[src/rtl/result_display_scan.sv]
// result_display_scan: shows a double-buffered 16-bit word as four multiplexed hex digits
// on a common-anode 7-segment display. Define LEADING_ZERO_BLANK_EN to blank leading zeros.
module result_display_scan #(
  parameter int REFRESH_DIV = 100000
) (
  input  logic        clk,
  input  logic        clear,
  input  logic [15:0] value,
  input  logic        load,
  output logic        updated,
  output logic [6:0]  seg,
  output logic [3:0]  an
);
  localparam int CW = (REFRESH_DIV > 1) ? $clog2(REFRESH_DIV) : 1;
  localparam logic [CW-1:0] LAST = CW'(REFRESH_DIV - 1);

  logic [CW-1:0] count;
  logic [1:0]    idx;
  logic [1:0]    idxNext;
  logic [15:0]   shadow;
  logic [15:0]   shadowNext;
  logic [15:0]   pending;
  logic          pendFlag;
  logic          tick;
  logic          boundary;
  logic [3:0]    nibble;
  logic          blank;
  logic [6:0]    segNext;

  function automatic logic [6:0] hexToSeg(input logic [3:0] h);
    case (h)
      4'h0: return 7'b1000000;
      4'h1: return 7'b1111001;
      4'h2: return 7'b0100100;
      4'h3: return 7'b0110000;
      4'h4: return 7'b0011001;
      4'h5: return 7'b0010010;
      4'h6: return 7'b0000010;
      4'h7: return 7'b1111000;
      4'h8: return 7'b0000000;
      4'h9: return 7'b0010000;
      4'hA: return 7'b0001000;
      4'hB: return 7'b0000011;
      4'hC: return 7'b1000110;
      4'hD: return 7'b0100001;
      4'hE: return 7'b0000110;
      default: return 7'b0001110;
    endcase
  endfunction

  assign tick     = (count == LAST);
  assign boundary = tick && (idx == 2'd3);
  assign idxNext  = idx + 2'd1;

  // The frame buffer only changes at a frame boundary; a load on that very cycle wins.
  always_comb begin
    shadowNext = shadow;
    if (boundary) begin
      if (load)
        shadowNext = value;
      else if (pendFlag)
        shadowNext = pending;
    end
  end

  // Decode uses the post-boundary buffer so digit 0 of a new frame shows the new word.
  always_comb begin
    nibble = shadowNext[{idxNext, 2'b00} +: 4];
    blank  = 1'b0;
`ifdef LEADING_ZERO_BLANK_EN
    case (idxNext)
      2'd1:    blank = (shadowNext[15:4] == 12'h000);
      2'd2:    blank = (shadowNext[15:8] == 8'h00);
      2'd3:    blank = (shadowNext[15:12] == 4'h0);
      default: blank = 1'b0;
    endcase
`endif
    segNext = blank ? 7'b1111111 : hexToSeg(nibble);
  end

  always_ff @(posedge clk or posedge clear) begin
    if (clear) begin
      count    <= '0;
      idx      <= 2'd0;
      shadow   <= 16'h0000;
      pending  <= 16'h0000;
      pendFlag <= 1'b0;
      an       <= 4'b1110;
      seg      <= 7'b1000000;
      updated  <= 1'b0;
    end else begin
      count   <= tick ? '0 : count + CW'(1);
      updated <= boundary && (load || pendFlag);
      shadow  <= shadowNext;
      if (boundary) begin
        pendFlag <= 1'b0;
      end else if (load) begin
        pending  <= value;
        pendFlag <= 1'b1;
      end
      if (tick) begin
        idx <= idxNext;
        an  <= ~(4'b0001 << idxNext);
        seg <= segNext;
      end
    end
  end
endmodule

[config.mk]
export PLATFORM = sky130hd
export DESIGN_NAME = result_display_scan
export DESIGN_NICKNAME = d
export VERILOG_FILES = /design/src/rtl/result_display_scan.sv
export SDC_FILE = /design/constraint.sdc
export NUM_CORES = 1
export LEC_CHECK = 0
export CORE_MARGIN = 8
export CORE_UTILIZATION = 45
export DETAILED_ROUTE_END_ITERATION = 12
export GPL_TIMING_DRIVEN = 1
export PLACE_DENSITY = 0.69
export SETUP_SLACK_MARGIN = 0.4
export SYNTH_ARGS = -nofsm -noshare
export SYNTH_HDL_FRONTEND = slang
export SYNTH_SLANG_ARGS = --single-unit
[constraint.sdc]
create_clock -name clk -period 3.1 [get_ports clk]
set_clock_uncertainty 0.2 [all_clocks]
set_input_delay 0.465 -clock clk [delete_from_list [all_inputs] [get_ports clk]]
set_output_delay 0.465 -clock clk [all_outputs]
set_load 0.01 [all_outputs]
==> impl_metrics.py, run 1 <==
metrics = {
    "setup_path": {
        "critPathMaxStageDelay_ns": 0.39,
        "timing.critical_path.fanout_max": 6,
        "crit_path_end_kind": "flop",
        "slowest_stage": "dfrtp_1",
        "crit_type": "reg2reg",
        "critical_path_arrival_ns": 3.18,
        "critical_path.cell_chain": "ha_2 > and4_4 > and4_4 > buf_6 > and3_4 > a221o_1 > o22ai_2 > or2_4 > inv_4 > ha_4 > or2_4 > mux2_4 > o21ai_2",
        "startpoint_type": "flop",
        "cp.required_ns": 3.18,
    },
    "placed_design": {
        "pre_cts_ws_ns": -0.0985,
        "portBuffers": 30,
        "place_hpwl_mm": 5.91,
        "finalWeightedCongestion": 0.882,
    },
    "sta": {
        "drv_slew": 0,
        "max_slew_margin_pct": 60.2,
        "rsz0062_at_grt": "yes",
        "hold_viol_final": 0,
        "worst_pin_slew_ns": 0.598,
        "fmax_ghz": 0.322,
        "period_minus_slack_ns": 3.10,
        "layout_setup_ws_ns": -0.000878,
        "fin_crit_sh_pct": 100,
        "setup_viol": 1,
    },
    "power_and_ir_drop": {
        "leakage_nw": 2.10,
        "power.density_nw_per_um2": 358,
        "ir_drop_v": 0.000208,
        "total_power_mw": 1.67,
    },
    "global_routing": {
        "gr-usage-all-layers_pct": 17.5,
        "overflow": 0,
        "antenna_found_initial": 0,
        "first_global_vias": 2975,
        "grt_max_degree": 31,
        "grt_pass1_wl_mm": 14.4,
    },
    "cts": {
        "cts_tree": "yes",
        "cts_buffer_depth": 2,
        "cts_made_buffers": 9,
        "numClockSinks": 64,
        "clk_pin_slew_ns": 0.07,
        "ctsHoldBuffers": 0,
        "clock-root-buffer": "clkbuf_8",
        "htree_levels": 3,
        "clk_latency_ns": 0.35,
    },
    "yosys": {
        "postSynth.asyncResetShare_pct": 100,
        "syn-cell-area_um2": 3380,
        "ys_seq_area_share_pct": 47.6,
        "avgSynthCellArea_um2": 10.4,
        "synth.distinct_cells": 55,
        "syn_inst": 324,
        "syn-num-nets": 354,
        "synth-edff-count": 0,
        "synth_warnings": 0,
        "ys_ff_latch": 64,
        "yosys_most_used_dff": "dfrtp_1",
    },
    "drt": {
        "drt_wl_total_mm": 8.60,
        "drt_iter0_drc": 158,
        "vias": 2887,
        "drt_first_pass_iters": 4,
        "drt-vias-per-instance": 5.53,
        "drc_errors": 0,
        "antenna_left": 0,
        "wl_per_cell_um": 16.5,
    },
    "finish": {
        "layout-drive-gt1-share_pct": 36.2,
        "final_cell_mix": "61 x buf_4, 60 x dfrtp_1, 33 x nand2_1, 30 x clkdlybuf4s50_1, 26 x nor2_1",
        "syn2layout_area_growth_pct": 38.4,
        "diodes": 0,
        "utilization_pct": 64.4,
        "nNetsFinal": 448,
        "layout_commonest_cell": "buf_4",
    },
    "hold_path": {
        "hold_class": "in2async",
    },
    "status": {
        "status": "complete, but fails checks",
        "violations": "negative setup slack",
    },
    "floorplan": {
        "dieArea_um2": 10500,
        "row_count": 31,
        "start_util_pct": 46.5,
        "pin_count": 31,
        "die-width_um": 103,
        "coreArea_um2": 7250,
        "fp.dieH_um": 103,
    },
    "run": {
        "cap_viol_max_count": 0,
    },
}
## worst paths after layout
path / cells past startpoint / start / slack (ns) / endpoint
setup reg to reg: 13 / count[0]$_DFF_PP0_ / -0.0009 / seg[2]$_DFFE_PP0N_
max in group asynchronous: 3 / clear / 1.84 / an[3]$_DFFE_PP1N_
setup / recovery: 13 / count[0]$_DFF_PP0_ / -0.0009 / seg[2]$_DFFE_PP0N_
min in group clk: 2 / seg[6]$_DFFE_PP1N_ / 0.28 / seg[6]$_DFFE_PP1N_
hold / removal: 2 / clear / 0.20 / shadow[15]$_DFF_PP0_
hold reg to reg: 2 / seg[6]$_DFFE_PP1N_ / 0.28 / seg[6]$_DFFE_PP1N_
## final cells by class
| class | instances | area [um2] |
|---|---|---|
| timing repair buffer | 99 | 883 |
| fill | 580 | 2580 |
| clock buffer | 12 | 145 |
| tap | 99 | 124 |
| inverter | 12 | 47.5 |
| clock inverter | 4 | 20.0 |
| sequential | 64 | 1610 |
| multi-input combinational | 232 | 1850 |
## power by group
group | internal, mW | total [mW] | switching [mW]
clock | 0.307 | 0.634 | 0.327
sequential | 0.860 | 0.872 | 0.0120
combinational | 0.0845 | 0.166 | 0.0820
## state kept, by name, indices dropped and copies added (netlist names)
| register | flops |
|---|---|
| an | 4 |
| count | 17 |
| idx | 2 |
| pendFlag | 1 |
| pending | 16 |
| seg | 7 |
| shadow | 16 |
| updated | 1 |
## worst max-delay path: cells and delay by family (launching register included)
kind            cells  cell delay [ns]
buf+inv             2             0.19
flops               1             0.39
simple gates        5             0.99
compound gates      3             0.63
fa+ha+maj           2             0.37
mux                 1             0.26
## layer usage
metal,vias up,track usage (%),part of all wire (%)
met5,-,0,0
met4,0,10.4,3.3
met3,22,3.44,4.8
met2,77,28.1,48
met1,1417,21.4,44
li1,1371,-,-
## Yosys cell counts (all sizes together) (7+ instances only)
cell type | n | area (um2)
dfrtp | 60 | 1500
nand2 | 34 | 130
nor2 | 29 | 111
o21ai | 18 | 93.8
mux2 | 15 | 169
inv | 12 | 45.0
ha | 11 | 138
nand3 | 11 | 67.6
a31oi | 10 | 62.6
buf | 9 | 70.1
clkbuf | 8 | 30.0
o221a | 8 | 98.9
o22ai | 8 | 50.1
xor2 | 8 | 70.1
xnor2 | 7 | 61.3
## per-stage QoR
| step | cell area [um2] | TNS [ns] | hold WS [ns] | std cells |
|---|---|---|---|---|
| final | 4670 | -0.000878 | 0.201 | 522 |
| after global routing | 4670 | -0.644 | 0.254 | 522 |
| after CTS | 4510 | 0 | 0.213 | 517 |
| after detailed placement | 4190 | -0.361 | 0.272 | 493 |
| after global placement | 4190 | -0.211 | 0.267 | 493 |
| after floorplan | 3410 | -0.0532 | 0.252 | 324 |
## cell families after synthesis
kind of cell / share of synthesized area, %
muxes: 6.19
xor gates and xnor gates: 3.89
and+or+nand+nor: 18.5
DFF: 47.6
buffers and inverters: 4.30
AOI/OAI and AO/OA: 15.5
adders and majority gates: 4.08
## repair_timing
item,4_1_cts,5_1_grt
gates resized for setup,16,20
setup endpoints to repair,7,7
pin swaps,9,11
buffers inserted,7,5
cloned,1,0
Power figures use the tool's default switching activity.
==> run 2, diff against run 1 <==
--- a/config.mk
+++ b/config.mk
@@ -8,8 +8,8 @@
 export CORE_MARGIN = 8
 export CORE_UTILIZATION = 45
 export DETAILED_ROUTE_END_ITERATION = 12
+export DONT_BUFFER_PORTS = 1
 export GPL_TIMING_DRIVEN = 1
-export PLACE_DENSITY = 0.69
 export SETUP_SLACK_MARGIN = 0.4
 export SYNTH_ARGS = -nofsm -noshare
 export SYNTH_HDL_FRONTEND = slang
==> run 2 against run 1 <==
Against the previous run:
- the run now ends clean
- combinational power down 22%
- hold slack worse by 0.17 ns
- register-to-register slack better by 0.08 ns
- largest cell class unchanged
- sequential power about the same
- sequential share of layout area up 2.9 points
- critical path type unchanged
- die area unchanged
- critical endpoint unchanged
- clock power up 41%
- sequential cell count unchanged
- cell count down 7.7%
==> impl_metrics.py, run 2 (synthesis gave the netlist of run 1 again) <==
metrics = {
    "setup_path": {
        "crit_type": "reg2reg",
        "crit_path_end": "seg[2]$_DFFE_PP0N_",
        "critical_path.cell_chain": "nor4_4 > buf_4 > nand4_4 > o41ai_2 > a221o_1 > o22ai_2 > nor2_2 > inv_2 > ha_4 > or2_4 > mux2_4 > o21ai_2",
        "critical_path_arrival_ns": 3.10,
        "r2r_cells": 12,
        "critPathTopFamily": "simple AND/OR/NAND/NOR gates",
        "r2r-start": "count[8]$_DFF_PP0_",
        "slowest_stage": "dfrtp_1",
        "critPathMaxStageDelay_ns": 0.41,
        "cp.required_ns": 3.18,
        "ff2ff_setup_slack_ns": 0.08,
        "timing.critical_path.fanout_max": 5,
        "cp.depth": 12,
        "timing.rr.end": "seg[2]$_DFFE_PP0N_",
        "startpoint_type": "flop",
        "crit_path_start": "count[8]$_DFF_PP0_",
        "crit_path_end_kind": "flop",
        "cp_num_buf_inv": 2,
    },
    "sta": {
        "hold_viol_final": 0,
        "setup_viol": 0,
        "finalSetupTns_ns": 0,
        "rsz0062_at_grt": "yes",
        "layout_setup_ws_ns": 0.0768,
        "fmax_ghz": 0.331,
        "max_slew_margin_pct": 45.4,
        "fin_crit_sh_pct": 97.5,
        "period_minus_slack_ns": 3.02,
        "drv_slew": 0,
        "worst_pin_slew_ns": 0.817,
    },
    "finish": {
        "regMostFlops": "count",
        "nNetsFinal": 408,
        "largest_reg_flops": 17,
        "design_area_um2": 4310,
        "finalNonFillerCells": 482,
        "largestRegisters": "count: 17 flops, pending: 16 flops, shadow: 16 flops",
        "utilization_pct": 59.4,
        "layout_commonest_cell": "dfrtp_1",
        "final_cell_mix": "60 x dfrtp_1, 54 x buf_4, 33 x nand2_1, 27 x nor2_1, 14 x o21ai_0",
        "syn2layout_area_growth_pct": 27.6,
        "layout-drive-gt1-share_pct": 36.8,
        "diodes": 0,
    },
    "cts": {
        "cts_made_buffers": 9,
        "htree_levels": 3,
        "clk_latency_ns": 0.35,
        "clk_pin_slew_ns": 0.08,
        "cts_tree": "yes",
        "numClockSinks": 64,
        "clock-root-buffer": "clkbuf_8",
        "cts_buffer_depth": 2,
    },
    "floorplan": {
        "start_util_pct": 46.5,
        "pin_count": 31,
        "dieArea_um2": 10500,
        "die-width_um": 103,
        "fp.dieH_um": 103,
        "coreArea_um2": 7250,
        "row_count": 31,
    },
    "placed_design": {
        "portBuffers": 0,
        "pre_cts_ws_ns": -0.0174,
        "place_hpwl_mm": 5.56,
        "placed_cell_area_um2": 3700,
        "finalWeightedCongestion": 0.868,
        "placed_cells": 442,
    },
    "hold_path": {
        "hold_class": "in2reg",
        "hold_start": "value[13]",
        "min_path_cells": 2,
    },
    "drt": {
        "drt_wl_total_mm": 8.35,
        "drt_first_pass_iters": 4,
        "wl_per_cell_um": 17.3,
        "drt_iter0_drc": 112,
        "drt-vias-per-instance": 5.60,
        "vias": 2699,
        "antenna_left": 0,
        "drc_errors": 0,
    },
    "global_routing": {
        "overflow": 0,
        "grt_max_degree": 40,
        "gr-usage-all-layers_pct": 17.3,
        "antenna_found_initial": 0,
        "first_global_vias": 2758,
        "grt_pass1_wl_mm": 14.0,
    },
    "run": {
        "cap_viol_max_count": 0,
    },
    "status": {
        "status": "complete, no violations",
    },
    "power_and_ir_drop": {
        "leakage_nw": 1.96,
        "power.density_nw_per_um2": 440,
        "ir_drop_v": 0.000255,
    },
}
[run 2: changes by cell type in the layout (fill, tap and decap cells not counted), moves of 2 or more]
cell             delta
clkdlybuf4s50_1    -30
buf_4               -7
buf_12              -4
bufinv_16           +3
clkinv_2            -3
ha_2                +2
ha_4                -2
o31ai_1             +2
o31ai_2             -2
[run 2: how the worst min path moves through the flow]
stage,slack (ns),endpoint
floorplan,0.25,count[14]$_DFF_PP0_
global placement,0.28,count[14]$_DFF_PP0_
detailed placement,0.28,count[14]$_DFF_PP0_
CTS,0.03,pending[5]$_DFFE_PP0P_
global route,0.04,pending[5]$_DFFE_PP0P_
finish,0.03,pending[13]$_DFFE_PP0P_
[run 2: repair_timing]
action	CTS	global route
pin swaps	15	16
endpoints found under the hold margin	33	0
hold buffers	1	0
setup endpoints to repair	7	7
setup buffers	19	3
gates cloned	1	0
resized for setup	30	5
[run 2: area by class of cell]
type / count / area [um2]
flip-flops and latches: 64 / 1610
repair buffers: 59 / 460
inverters: 12 / 50.0
fillers: 610 / 2950
clock inverters: 5 / 104
multi-input cells: 232 / 1820
clock buffers: 11 / 141
well taps: 99 / 124
[run 2: routing by layer]
layer  global-route usage, %  share of wire (%)  wire length (um)
met3                    4.05                6.3               529
met1                    21.7                 45              3750
met2                    27.7                 47              3910
met4                    7.90                1.9               155
met5                       0                  0                 0
[run 2: where the power goes]
group          switching (mW)  internal (mW)  leakage (nW)  total [mW]
registers              0.0112          0.859         0.782       0.871
logic                  0.0675         0.0627          1.05       0.130
clock network           0.336          0.557         0.124       0.893
[run 2: stage by stage]
| step | total power [mW] | hold WS [ns] |
|---|---|---|
| floorplan | 0.967 | 0.252 |
| global placement | 0.991 | 0.277 |
| detailed placement | 0.994 | 0.277 |
| CTS | 1.90 | 0.0259 |
| global route | 1.96 | 0.0420 |
| finish | 1.89 | 0.0333 |
